<file path="src/rtl/spi_sched_pkg.sv">
// Shared types for the SPI command scheduler: FSM states, grant owner, poll index width.
package spi_sched_pkg;

    typedef enum logic [2:0] {
        StIdle,
        StIssue,
        StWait,
        StDone,
        StRecover
    } sched_state_e;

    typedef enum logic {
        OwnHost = 1'b0,
        OwnPoll = 1'b1
    } owner_e;

    localparam int unsigned PollIdxW = 4;

endpackage

</file>
<file path="src/rtl/spi_sched_poll_timer.sv">
// Poll period counter, round tracking, poll entry pointer and sticky overrun flag.
module spi_sched_poll_timer
    import spi_sched_pkg::*;
#(
    parameter int unsigned POLL_NUM    = 4,
    parameter int unsigned POLL_PERIOD = 100000
) (
    input  logic                clk,
    input  logic                rst,
    input  logic                poll_en,
    input  logic                busy,
    input  logic                advance,
    output logic                round_active,
    output logic [PollIdxW-1:0] poll_ptr,
    output logic                poll_overrun
);

    localparam int unsigned TimerW = $clog2(POLL_PERIOD);
    localparam logic [TimerW-1:0]   TimerMax = TimerW'(POLL_PERIOD - 1);
    localparam logic [PollIdxW-1:0] PtrLast  = PollIdxW'(POLL_NUM - 1);

    logic [TimerW-1:0] timer_q;
    logic              tick;

    assign tick = poll_en && (timer_q == TimerMax);

    always_ff @(posedge clk) begin
        if (rst) begin
            timer_q      <= '0;
            round_active <= 1'b0;
            poll_ptr     <= '0;
            poll_overrun <= 1'b0;
        end else begin
            if (!poll_en || tick) begin
                timer_q <= '0;
            end else begin
                timer_q <= timer_q + TimerW'(1);
            end

            if (!poll_en) begin
                poll_overrun <= 1'b0;
            end else if (tick && round_active) begin
                poll_overrun <= 1'b1;
            end

            if (advance) begin
                poll_ptr <= poll_ptr + PollIdxW'(1);
                if (poll_ptr == PtrLast) begin
                    round_active <= 1'b0;
                end
            end

            // A disabled round is only dropped once the in-flight transaction has retired.
            if (tick && !round_active) begin
                round_active <= 1'b1;
                poll_ptr     <= '0;
            end else if (!poll_en && !busy) begin
                round_active <= 1'b0;
            end
        end
    end

endmodule

</file>
<file path="src/rtl/spi_cmd_scheduler.sv">
// Shares one SPI drive between the host command port and the periodic poll engine,
// one transaction at a time, with timeout recovery.
module spi_cmd_scheduler
    import spi_sched_pkg::*;
#(
    parameter int unsigned DATA_WITH      = 29,
    parameter int unsigned READ_DATA_WITH = 29,
    parameter int unsigned POLL_NUM       = 4,
    parameter int unsigned POLL_PERIOD    = 100000,
    parameter int unsigned TIMEOUT        = 4096
) (
    input  logic                          clk,
    input  logic                          rst,
    input  logic                          host_req,
    input  logic                          host_rd,
    input  logic [DATA_WITH-1:0]          host_data,
    output logic                          host_ack,
    output logic                          host_done,
    output logic                          host_err,
    output logic [READ_DATA_WITH-1:0]     host_rd_data,
    output logic [READ_DATA_WITH-1:0]     host_rd_data_b,
    input  logic                          poll_en,
    input  logic [POLL_NUM*DATA_WITH-1:0] poll_cmd,
    output logic                          poll_vld,
    output logic [PollIdxW-1:0]           poll_idx,
    output logic [READ_DATA_WITH-1:0]     poll_rd_data,
    output logic [READ_DATA_WITH-1:0]     poll_rd_data_b,
    output logic                          poll_overrun,
    input  logic                          spi_ready,
    output logic                          spi_wr_req,
    output logic                          spi_rd_req,
    output logic [DATA_WITH-1:0]          spi_data,
    input  logic                          spi_wr_done,
    input  logic                          spi_rd_done,
    input  logic                          spi_rd_data_vld,
    input  logic [READ_DATA_WITH-1:0]     spi_rd_data,
    input  logic [READ_DATA_WITH-1:0]     spi_rd_data_b
);

    localparam int unsigned WaitW = $clog2(TIMEOUT + 1);
    localparam logic [WaitW-1:0] TimeoutVal = WaitW'(TIMEOUT);

    sched_state_e         state;
    owner_e               owner;
    owner_e               last_grant;
    logic                 is_rd;
    logic [WaitW-1:0]     wait_cnt;
    logic                 round_active;
    logic [PollIdxW-1:0]  poll_ptr;
    logic [DATA_WITH-1:0] poll_word;
    logic                 poll_pend;
    logic                 can_grant;
    logic                 grant_host;
    logic                 grant_poll;
    logic                 sel_rd;
    logic                 advance;

    always_comb begin
        poll_word = '0;
        for (int i = 0; i < POLL_NUM; i++) begin
            if (poll_ptr == PollIdxW'(i)) begin
                poll_word = poll_cmd[i*DATA_WITH +: DATA_WITH];
            end
        end
    end

    // Under contention the owner that did not win last time gets the drive.
    assign poll_pend  = round_active && poll_en;
    assign can_grant  = (state == StIdle) && spi_ready;
    assign grant_host = can_grant && host_req && (!poll_pend || last_grant == OwnPoll);
    assign grant_poll = can_grant && poll_pend && (!host_req || last_grant == OwnHost);
    assign sel_rd     = grant_poll || host_rd;
    assign advance    = (owner == OwnPoll) &&
                        ((state == StDone) || (state == StRecover && spi_ready));

    spi_sched_poll_timer #(
        .POLL_NUM    (POLL_NUM),
        .POLL_PERIOD (POLL_PERIOD)
    ) u_poll_timer (
        .clk          (clk),
        .rst          (rst),
        .poll_en      (poll_en),
        .busy         (state != StIdle),
        .advance      (advance),
        .round_active (round_active),
        .poll_ptr     (poll_ptr),
        .poll_overrun (poll_overrun)
    );

    always_ff @(posedge clk) begin
        if (rst) begin
            state          <= StIdle;
            owner          <= OwnHost;
            last_grant     <= OwnPoll;
            is_rd          <= 1'b0;
            wait_cnt       <= '0;
            spi_data       <= '0;
            spi_wr_req     <= 1'b0;
            spi_rd_req     <= 1'b0;
            host_ack       <= 1'b0;
            host_done      <= 1'b0;
            host_err       <= 1'b0;
            host_rd_data   <= '0;
            host_rd_data_b <= '0;
            poll_vld       <= 1'b0;
            poll_idx       <= '0;
            poll_rd_data   <= '0;
            poll_rd_data_b <= '0;
        end else begin
            spi_wr_req <= 1'b0;
            spi_rd_req <= 1'b0;
            host_ack   <= 1'b0;
            host_done  <= 1'b0;
            host_err   <= 1'b0;
            poll_vld   <= 1'b0;
            unique case (state)
                StIdle: begin
                    if (grant_host || grant_poll) begin
                        state      <= StIssue;
                        owner      <= grant_poll ? OwnPoll : OwnHost;
                        last_grant <= grant_poll ? OwnPoll : OwnHost;
                        spi_data   <= grant_poll ? poll_word : host_data;
                        is_rd      <= sel_rd;
                        spi_rd_req <= sel_rd;
                        spi_wr_req <= !sel_rd;
                        host_ack   <= grant_host;
                    end
                end
                StIssue: begin
                    state    <= StWait;
                    wait_cnt <= WaitW'(1);
                end
                StWait: begin
                    if (is_rd && spi_rd_data_vld) begin
                        if (owner == OwnHost) begin
                            host_rd_data   <= spi_rd_data;
                            host_rd_data_b <= spi_rd_data_b;
                        end else begin
                            poll_rd_data   <= spi_rd_data;
                            poll_rd_data_b <= spi_rd_data_b;
                        end
                    end
                    if (is_rd ? spi_rd_done : spi_wr_done) begin
                        state     <= StDone;
                        host_done <= (owner == OwnHost);
                        poll_vld  <= (owner == OwnPoll);
                        poll_idx  <= poll_ptr;
                    end else if (wait_cnt == TimeoutVal) begin
                        state <= StRecover;
                    end else begin
                        wait_cnt <= wait_cnt + WaitW'(1);
                    end
                end
                StDone: begin
                    state <= StIdle;
                end
                StRecover: begin
                    // A timed-out poll entry is skipped silently; the host is told.
                    if (spi_ready) begin
                        state     <= StIdle;
                        host_done <= (owner == OwnHost);
                        host_err  <= (owner == OwnHost);
                    end
                end
                default: begin
                    state <= StIdle;
                end
            endcase
        end
    end

endmodule

</file>
<file path="config.mk">
export PLATFORM = sky130hd
export DESIGN_NAME = spi_cmd_scheduler
export DESIGN_NICKNAME = d
export VERILOG_FILES = /design/src/rtl/spi_sched_pkg.sv /design/src/rtl/spi_sched_poll_timer.sv /design/src/rtl/spi_cmd_scheduler.sv
export SDC_FILE = /design/constraint.sdc
export NUM_CORES = 1
export LEC_CHECK = 0
export CORE_AREA = 3 3 143 145
export DETAILED_ROUTE_END_ITERATION = 12
export DIE_AREA = 0 0 146 148
export PLACE_DENSITY = 0.87
export SLEW_MARGIN = 20
export SYNTH_ARGS = -nofsm -noshare
export SYNTH_HDL_FRONTEND = slang
export SYNTH_HIERARCHICAL = 1
export SYNTH_SLANG_ARGS = --single-unit
</file>
<file path="constraint.sdc">
create_clock -name clk -period 2.8 [get_ports clk]
set_input_delay 0.28 -clock clk [delete_from_list [all_inputs] [get_ports clk]]
set_output_delay 0.28 -clock clk [all_outputs]
set_load 0.1 [all_outputs]
</file>
-- Word level (Yosys, flattened, before mapping)
Cells that the tools add are included.
- logic and storage cells: 112
- output and inout bits: 156
- register bits after elaboration: 197
- input port bits: 212
- add/sub/neg operators: 3
- eq/ne operators: 14
- multiplexer cells: 22
- bitwise logic cells: 8
- reduce and logical (&&, ||, !) cells: 44
- operator list (operator ; number):
    $mux 29 ; 5
    $mux 13 ; 2
    $pmux 13 s2 ; 1
    $add 17x1->17 const B ; 1
    $eq 17x17->1 const B ; 1
    $add 13x1->13 const B ; 1
    $eq 13x13->1 const B ; 1
    $logic_and 1x1->1 ; 13
    $mux 3 ; 4
    $pmux 3 s4 ; 1
    $reduce_and 3->1 ; 4
    $reduce_bool 3->1 ; 3
    $eq 4x2->1 const B ; 2
    $mux 1 ; 8
    $not 1->1 ; 8
    $reduce_or 2->1 ; 4
    $eq 3x2->1 const B ; 2
    $logic_not 1->1 ; 6
    $logic_or 1x1->1 ; 6
    $ne 2x2->1 const B ; 3
    $reduce_and 2->1 ; 3
    $reduce_or 3->1 ; 2
    $add 4x1->4 const B ; 1
    $eq 4x1->1 const B ; 1
    8 further kinds ; 8

-- Logic depth before layout (Yosys ltp)
Gate-level depths: netlist (run 1).
- depth in word-level cells: 7
- mapped depth: 7
- depth with buffers taken out: 7

-- By module
The synthesis (run 1) kept the hierarchy.
- modules (own cells, without submodules) (module ; times used ; seq. area each (µm²) ; area an instance (µm²) ; cells an instance):
    spi_cmd_scheduler ; 1 ; 3483.3 ; 7131.8 ; 854
    spi_sched_poll_timer ; 1 ; 460.4 ; 1039.7 ; 114

-- Least setup slack after synthesis (run 1)
Ideal clock, no wire load.
- path kind: register to register
- start point: reg wait_cnt[8]
- end point: reg wait_cnt[12]
- stages on the path, launching flop included: 6
- buffers on the path: 0
- arrival time: 1759 ps
- setup slack: 907 ps
- period minus slack after synthesis: 1893 ps
- required time: 2667 ps
- library setup time: 133 ps
- cells stage by stage: dfxtp_1 or4_1 or4_4 nand4_4 or3_2 a21oi_2
- longest elaborated chain between the ends: 4
- elaborated cells between the ends (all ways): 7
- classes of those cells: add/sub: 1; eq/ne: 2; mux: 3; reduce/logical: 1
- ends and longest elaborated chain (item ; line ; source):
    from (decl) ; spi_cmd_scheduler.sv:47 ; logic [WaitW-1:0] wait_cnt;
    from (signal assigned) ; spi_cmd_scheduler.sv:131 ; wait_cnt <= WaitW'(1);
    from (signal assigned) ; spi_cmd_scheduler.sv:151 ; wait_cnt <= wait_cnt + WaitW'(1);
    $add 13x1->13 ; spi_cmd_scheduler.sv:151 ;
    $mux 13 ; spi_cmd_scheduler.sv:148 ; end else if (wait_cnt == TimeoutVal) begin
    $mux 13 ; spi_cmd_scheduler.sv:143 ; if (is_rd ? spi_rd_done : spi_wr_done) begin
    $pmux 13 s2 ; spi_cmd_scheduler.sv:116 ; unique case (state)
Parallel ways exist; a longest one is shown, timed or not. The select of a mux whose other input is x is not followed.
A chain may end at the register's enable or synchronous reset.

-- Worst setup path in the final report (run 1)
- start point: reg state[1]
- end point: reg poll_rd_data_b[2]
- longest elaborated chain between the ends: 2
- ends and longest elaborated chain (item ; line ; source):
    from (decl) ; spi_cmd_scheduler.sv:43 ; sched_state_e state;
    from (signal assigned) ; spi_cmd_scheduler.sv:92 ; state <= StIdle;
    from (signal assigned) ; spi_cmd_scheduler.sv:119 ; state <= StIssue;
    from (signal assigned) ; spi_cmd_scheduler.sv:130 ; state <= StWait;
    $eq 3x2->1 ; spi_cmd_scheduler.sv:116 ;
    $reduce_and 3->1 (no line) ; - ;
    to (signal assigned) ; spi_cmd_scheduler.sv:140 ; poll_rd_data_b <= spi_rd_data_b;
    to (decl) ; spi_cmd_scheduler.sv:27 ; output logic [READ_DATA_WITH-1:0] poll_rd_data_b,
Every way passes these cells.

==> results of run 1 <==
placed cells by master (no fill, tap or decap), types with 2 or more instances in the layout:
cell type,n
nand2_1,257
clkdlybuf4s50_1,210
dfxtp_1,196
buf_4,166
a21oi_1,164
nor2_1,91
nor4_1,34
mux4_2,29
clkbuf_16,17
nand3_1,14
xnor2_1,14
inv_1,11
nand4_1,10
nor3_1,9
or3_1,5
xor2_1,5
o21ai_0,4
o21ai_1,4
or3_2,4
ha_1,4
inv_8,4
inv_6,4
diode_2,3
or4_1,3
a21oi_2,3
a211oi_1,3
clkinv_8,3
nand3b_1,2
nor2_4,2
nor2_2,2
mux2i_1,2
nand2b_1,2
nor3b_1,2
or4b_1,2
clkinv_4,2
buf_12,2
layout make-up:
class	instances	share of cell area, %
diodes	3	0.0613
clock buffers	17	3.48
clock inverters	15	1.30
inverters	11	0.337
multi-input cells	696	32.2
flip-flops and latches	197	32.2
well taps	265	2.71
repair buffers	378	27.7
power groups by stage:
stage | Sequential (mW) | Combinational [mW] | Clock, mW
2_1_floorplan | 3.90 | 0.500 | 0
3_3_place_gp | 3.11 | 1.92 | 0
3_5_place_dp | 3.12 | 1.94 | 0
4_1_cts | 3.05 | 1.94 | 2.44
5_1_grt | 3.07 | 2.04 | 2.56
6_report | 3.05 | 1.94 | 2.38
state kept, by name, summed over array words and instances, names as in the netlist, 3 cells and up:
register	count
u_poll_timer/poll_ptr	4
poll_rd_data_b	29
u_poll_timer/timer_q	17
spi_data	29
host_rd_data_b	29
host_rd_data	29
wait_cnt	13
poll_idx	4
state	3
poll_rd_data	29
worst max-delay path, delay by kind of cell, from the launching register on:
family	cells	cell delay (ps)
compound gates	1	170
buf+inv	1	510
flops	1	420
simple gates	4	900
routing by layer:
metal	global-route usage [%]	up-vias	wire (um)
li1	-	3987	-
met1	27.6	3761	10000
met2	39.0	403	13000
met3	5.79	57	2000
met4	11.3	0	1160
met5	0	-	0
kinds of logic after synthesis:
logic type / after synthesis / share of synthesized area, %
buf+inv: 75 / 3.81
mux: 31 / 8.24
xor+xnor: 19 / 2.04
simple gates: 454 / 24.9
fa+ha+maj: 4 / 0.612
flops: 197 / 48.3
compound gates: 188 / 12.1
final timing paths:
kind,from,to,slack [ps],depth (start not counted)
setup / recovery,state[1],poll_rd_data_b[2],670,6
hold / removal,rst,wait_cnt[1],400,2
setup reg to reg,state[1],poll_rd_data_b[2],670,6
hold reg to reg,poll_rd_data[23],poll_rd_data[23],450,2
per-stage QoR:
step | hold WS (ps) | cell area (um2) | util [%]
floorplan | 349 | 8170 | -
global placement | 442 | 11600 | 60.2
detailed placement | 447 | 11600 | 60.2
CTS | 375 | 12200 | 63.3
global route | 418 | 12200 | 63.3
finish | 398 | 12200 | 63.3
==> impl_summary.txt, run 1 <==
----------------------------------------------------
[Clock tree]
  Root Buffer Master ... clkbuf_16
  CTS Hold Buffers Added ... 0
  Clock tree from TritonCTS ... built
  Deepest clock path buffer count ... 2
  Worst-path clk slew ... ~80 ps
  Depth of the CTS H-tree ... 4
  # clock sinks ... 197
  Skew-Pair Late Insertion Delay ... 430 ps
  CTS buffer count ... 17
  Number of buffers inserted to repair setup after CTS ... 0
  Post_cts resized ... 0

[Pwr]
  Total power consumption of the routed design ... between 7 and 8 mW
  Max IR drop VDD ... about 0.00033 V
  Share of total power consumed by net switching ... 35.4%
  Share of total power in the clock network ... around 32%
  Power density relative to cell area ... 602 nW/um2
  Design internal power ... about 4.8 mW
  Sequential group share of total power ... about two fifths
  Net Sw Power ... 2.61 mW
  Leak pwr ... 4.46 nW
  Comb power frac ... 26.3%

[Hold path]
  Path category of the worst min-delay check ... primary input to flip-flop

[Synthesis]
  Main synth FF type ... dfxtp_1
  Count of flip-flops with a built-in enable after synthesis ... 0
  Synth cell types ... between 50 and 60
  Yosys warns ... 6
  Cell types with the largest area share after synthesis ... dfxtp_1 48%, nand2_1 12%, a21oi_1 10%
  Fraction of registers with async set or reset after synthesis ... 0%
  Synthesized net count ... around 1,200
  Most used standard cell by instance count after synthesis ... nand2_1
  Synthesized cell area ... about 8200 um2
  Largest area contributor in the netlist ... dfxtp_1
  Proportion of synthesized chip area in sequential cells ... 48.3%
  Syn avg cell area ... 8.44 um2
  Synthesized instance count ... slightly below 1,000
  Synth Register Bits ... 197
  Top cells by instance count after synthesis ... 257 x nand2_1, 197 x dfxtp_1, 164 x a21oi_1, 95 x nor2_1, 50 x clkbuf_1
  Portion of synthesized cell area occupied by the leading cell type ... between 40% and 50%

[Placed design]
  Pre-CTS worst setup slack ... between 600 and 700 ps
  Detailed-placement wirelength estimate ... between 15 and 20 mm
  Number of input and output port buffers inserted ... approximately 370
  Final estimated routing congestion in global placement ... between 0.8 and 0.9
  Placed cells ... roughly 1,500

[Drt]
  Residual DRC ... 0
  Total via count in the routed design ... just over 8,000
  Average wire per cell in the routed design ... between 15 and 20 um
  Iter 0 DRT Violations ... approximately 420
  Avg Vias per Cell ... about 5.2
  Total wire length after detailed routing ... 26.2 mm
  First-pass iteration count of the detailed router ... 5
  Antenna-violating nets left ... 0

[GRT]
  GRT overflow ... 0
  Maximum number of pins on one net before global-route repair ... between 100 and 150
  Vias in the first global route ... between 7,000 and 8,000
  Antenna violations before repair ... 3
  Wire length of the first global-routing pass ... slightly above 40 mm
  GRT Resource Usage Total ... between 20% and 30%

[Floorplanning]
  Placement row count ... 51
  Placeable core area ... a little under 20,000 um2
  Full die area ... between 20,000 and 25,000 um2
  I/O pins ... roughly 370
  Overall die width ... ~150 um
  Die height ... about 150 um
  Initial Util ... a little over two fifths

[Timing]
  Clock tree skew after final layout ... around 10 ps
  Shortest period the worst path allows ... 2130 ps
  Worst-margin pin slew ... approximately 750 ps
  Max Clk Rate ... between 400 and 500 MHz
  Total Negative Setup Slacks ... 0 ps
  Number of slew-limit violations in the final report ... 0
  Worst relative slew slack ... between 40 and 50%
  Hold violation total from the final report ... 0
  Post-route clock period utilization ... ~76%
  RSZ-0062 raised after global routing ... no
  Final setup violation count ... 0
  Slack of the critical path ... 670 ps

[Final layout]
  Combined area of the multi-input logic cells ... ~4000 um2
  Count of filler cells inserted in the layout ... 1,582
  Synth-to-Final Area Change ... 49.8%
  Fraction of final layout cells sized beyond drive strength 1 ... roughly a fifth
  Final layout net count ... between 1,500 and 2,000
  Register area ... approximately 4000 um2
  Post-route insts no fill ... ~1,600

[Critical path]
  Biggest fanout along the worst timing path ... 58
  Critical Path Source Type ... flip-flop
  Standard cell with the maximum stage delay on the critical path ... buf_4
  Type of element capturing the critical path ... flip-flop
  Data required time of the critical path ... between 3000 and 4000 ps
  Arrival time at the worst endpoint ... 2480 ps
  Crit path cell chain ... nor3b_4 -> nand3_1 -> nor2_4 -> buf_4 -> nand2_1 -> a21oi_1
  Biggest cell delay along the critical path ... 510 ps
  Crit path kind ... flip-flop to flip-flop

[Run]
  Maxcap violations ... 0

[Run status]
  Result of the run ... complete, no violations

----------------------------------------------------
No activity file was read; power rests on OpenSTA's default activity.
==> run 2: changes to the inputs <==
--- a/config.mk
+++ b/config.mk
@@ -5,10 +5,11 @@
 export SDC_FILE = /design/constraint.sdc
 export NUM_CORES = 1
 export LEC_CHECK = 0
-export CORE_AREA = 3 3 143 145
+export CORE_ASPECT_RATIO = 1.75
+export CORE_MARGIN = 3
+export CORE_UTILIZATION = 38
 export DETAILED_ROUTE_END_ITERATION = 12
-export DIE_AREA = 0 0 146 148
-export PLACE_DENSITY = 0.87
+export PLACE_DENSITY = 0.83
 export SLEW_MARGIN = 20
 export SYNTH_ARGS = -nofsm -noshare
 export SYNTH_HDL_FRONTEND = slang
==> constraint.sdc (replaced) <==
create_clock -name clk -period 1.93 [get_ports clk]
set_input_delay 0.193 -clock clk [delete_from_list [all_inputs] [get_ports clk]]
set_output_delay 0.193 -clock clk [all_outputs]
set_load 0.1 [all_outputs]
==> impl_summary.txt, run 2 (same netlist as run 1, synthesis figures left out) <==
----------------------------------------------------
[Critical path]
  Critical Path Source Type ... flip-flop
  Reg2Reg Setup Slack ... -20 ps (-690 ps)
  Type of element capturing the critical path ... flip-flop
  Crit path kind ... flip-flop to flip-flop
  Data required time of the critical path ... 2240 ps (-910 ps)
  Arrival time at the worst endpoint ... 2260 ps (-220 ps)
  Biggest fanout along the worst timing path ... 7 (-88%)

[GRT]
  Antenna violations before repair ... 1 (-2)
  Maximum number of pins on one net before global-route repair ... 59 (-42%)
  Vias in the first global route ... 8,313 (+8.6%)
  GRT Resource Usage Total ... 22.6% (-0.50 points)
  GRT overflow ... 0 (unchanged)
  Wire length of the first global-routing pass ... 41.6 mm (+3.5%)

[Timing]
  Final setup violation count ... 5 (+5)
  Max Clk Rate ... 514 MHz (+9.5%)
  Slack of the critical path ... -15.9 ps (-686 ps)
  Hold violation total from the final report ... 0 (unchanged)
  Worst relative slew slack ... 56.5% (+6.5 points)
  Worst-margin pin slew ... 653 ps (-98.0 ps)
  Post-route clock period utilization ... 101% (+25 points)
  RSZ-0062 raised after global routing ... yes
  Total Negative Setup Slacks ... -53.0 ps (-53.0 ps)
  Clock tree skew after final layout ... 9.98 ps (+0.178 ps)
  Shortest period the worst path allows ... 1950 ps (-184 ps)
  Number of slew-limit violations in the final report ... 0 (unchanged)

[Floorplanning]
  Die height ... 200 um (+35%)
  Placement row count ... 70 (+37%)
  Full die area ... 23,400 um2 (+8.1%)
  Overall die width ... 117 um (-20%)
  I/O pins ... 368 (unchanged)
  Placeable core area ... 21,000 um2 (+8.7%)
  Initial Util ... 38.9% (-3.4 points)

[Clock tree]
  # clock sinks ... 197 (unchanged)
  Root Buffer Master ... clkbuf_16
  CTS buffer count ... 17 (unchanged)
  Worst-path clk slew ... 70 ps (about the same)
  Clock tree from TritonCTS ... built
  Depth of the CTS H-tree ... 4 (unchanged)
  Skew-Pair Late Insertion Delay ... 420 ps (about the same)
  Deepest clock path buffer count ... 2 (unchanged)

[Placed design]
  Detailed-placement wirelength estimate ... 20.9 mm (+7.1%)
  Final estimated routing congestion in global placement ... 0.875 (+1.3%)
  Pre-CTS worst setup slack ... -12.2 ps (-669 ps)
  Placed cells ... 1,569 (+1.4%)
  Number of input and output port buffers inserted ... 367 (unchanged)

[Drt]
  Residual DRC ... 0 (unchanged)
  Total via count in the routed design ... 8,436 (+2.8%)
  Avg Vias per Cell ... 5.26 (+1.4%)
  Total wire length after detailed routing ... 27.6 mm (+5.6%)
  Average wire per cell in the routed design ... 17.2 um (+4.1%)
  Antenna-violating nets left ... 0 (unchanged)
  First-pass iteration count of the detailed router ... 5 (unchanged)
  Iter 0 DRT Violations ... 617 (+48%)

[Final layout]
  Synth-to-Final Area Change ... 55.4%
  Commonest non-fill, non-tap cell in the layout ... nand2_1
  Register area ... 3950 um2 (about the same)
  Count of filler cells inserted in the layout ... 1,794 (+13%)
  Final layout net count ... 1,555 (+2.5%)
  Combined area of the multi-input logic cells ... 4030 um2 (+2.2%)
  Commonest cells after routing, fill and taps aside ... 257 x nand2_1, 210 x clkdlybuf4s50_1, 194 x dfxtp_1
  Utilization of the core after routing ... 60.4% (-2.9 points)
  Antenna cell count ... 0 (-3)
  Post-route insts no fill ... 1,604 (+1.4%)
  Fraction of final layout cells sized beyond drive strength 1 ... 22.1% (+3.0 points)

[Pwr]
  Power density relative to cell area ... 873 nW/um2 (+45%)
  Sequential group share of total power ... 39.6% (-1.8 points)
  Comb power frac ... 27.7% (+1.4 points)
  Leak pwr ... 4.69 nW (+5.3%)
  Design internal power ... 7.30 mW (+53%)
  Net Sw Power ... 3.79 mW (+46%)
  Share of total power in the clock network ... 32.6% (+0.3 points)
  Share of total power consumed by net switching ... 34.2% (-1.2 points)
  Max IR drop VDD ... 0.000577 V (+74%)
  Total power consumption of the routed design ... 11.1 mW (+51%)

[Run status]
  Result of the run ... complete, but fails checks
  Failing checks ... setup timing

[Run]
  Maxcap violations ... 0 (unchanged)

[Hold path]
  Path category of the worst min-delay check ... primary input to flip-flop

----------------------------------------------------
run 2: cell count changes in the layout (fill, tap and decap cells not counted), sizes merged:
cell	previous run	this run
buf	168	204
diode	3	0
bufinv	0	2
clkinv	6	4
inv	19	17
clkbuf	17	18
clkinvlp	1	2
nand3	15	16
nand4	11	12
run 2: critical path, cell delays in order, from the launching register on:
cell and delay [ps]:
dfxtp_2 330, inv_2 60, ha_4 110, or4b_4 460
or4_4 530, nand3_1 140, xor2_1 160, nor2_1 50
run 2: path summary, 6_finish.rpt:
| check | cells after the start | from | to |
|---|---|---|---|
| max | 7 | wait_cnt[0] | wait_cnt[2] |
| min reg2reg | 2 | host_rd_data[16] | host_rd_data[16] |
| min | 2 | rst | owner |
| max reg2reg | 7 | wait_cnt[0] | wait_cnt[2] |
run 2: metal layers:
metal	vias to the layer above	wire length, um	GRT usage [%]
li1	4069	-	-
met1	3970	9970	24.7
met2	343	14700	40.6
met3	52	1950	5.58
met4	2	1020	10.0
met5	-	14	0
run 2: layout make-up:
type	count	area share, %
clock buffer	18	3.38
clock inverter	14	1.33
inverter	11	0.325
multi-input combinational	698	31.7
sequential	197	31.1
tap	252	2.48
timing repair buffer	414	29.7
run 2: power by group through the flow:
| stage | Clock (mW) | Combinational (mW) | Sequential [mW] |
|---|---|---|---|
| floorplan | 0 | 0.726 | 5.66 |
| global placement | 0 | 3.00 | 4.47 |
| detailed placement | 0 | 3.03 | 4.48 |
| CTS | 3.71 | 3.05 | 4.39 |
| global route | 3.86 | 3.23 | 4.42 |
| finish | 3.62 | 3.08 | 4.40 |
run 2: per-stage QoR:
| stage | hold WS, ps | area (um2) |
|---|---|---|
| 3_3_place_gp | 443 | 12000 |
| 6_report | 103 | 12700 |
| 3_5_place_dp | 448 | 12000 |
| 2_1_floorplan | 262 | 8170 |
| 5_1_grt | 103 | 12700 |
| 4_1_cts | 77.5 | 12600 |
run 2: what timing repair did:
| item | CTS | global route |
|---|---|---|
| hold buffers | 0 | 0 |
| gates resized for setup | 2 | 18 |
| gates cloned | 1 | 1 |
| hold endpoints to repair | 0 | 0 |
| setup buffers | 0 | 1 |
| pin swaps | 0 | 8 |
| endpoints found under the setup margin | 5 | 70 |
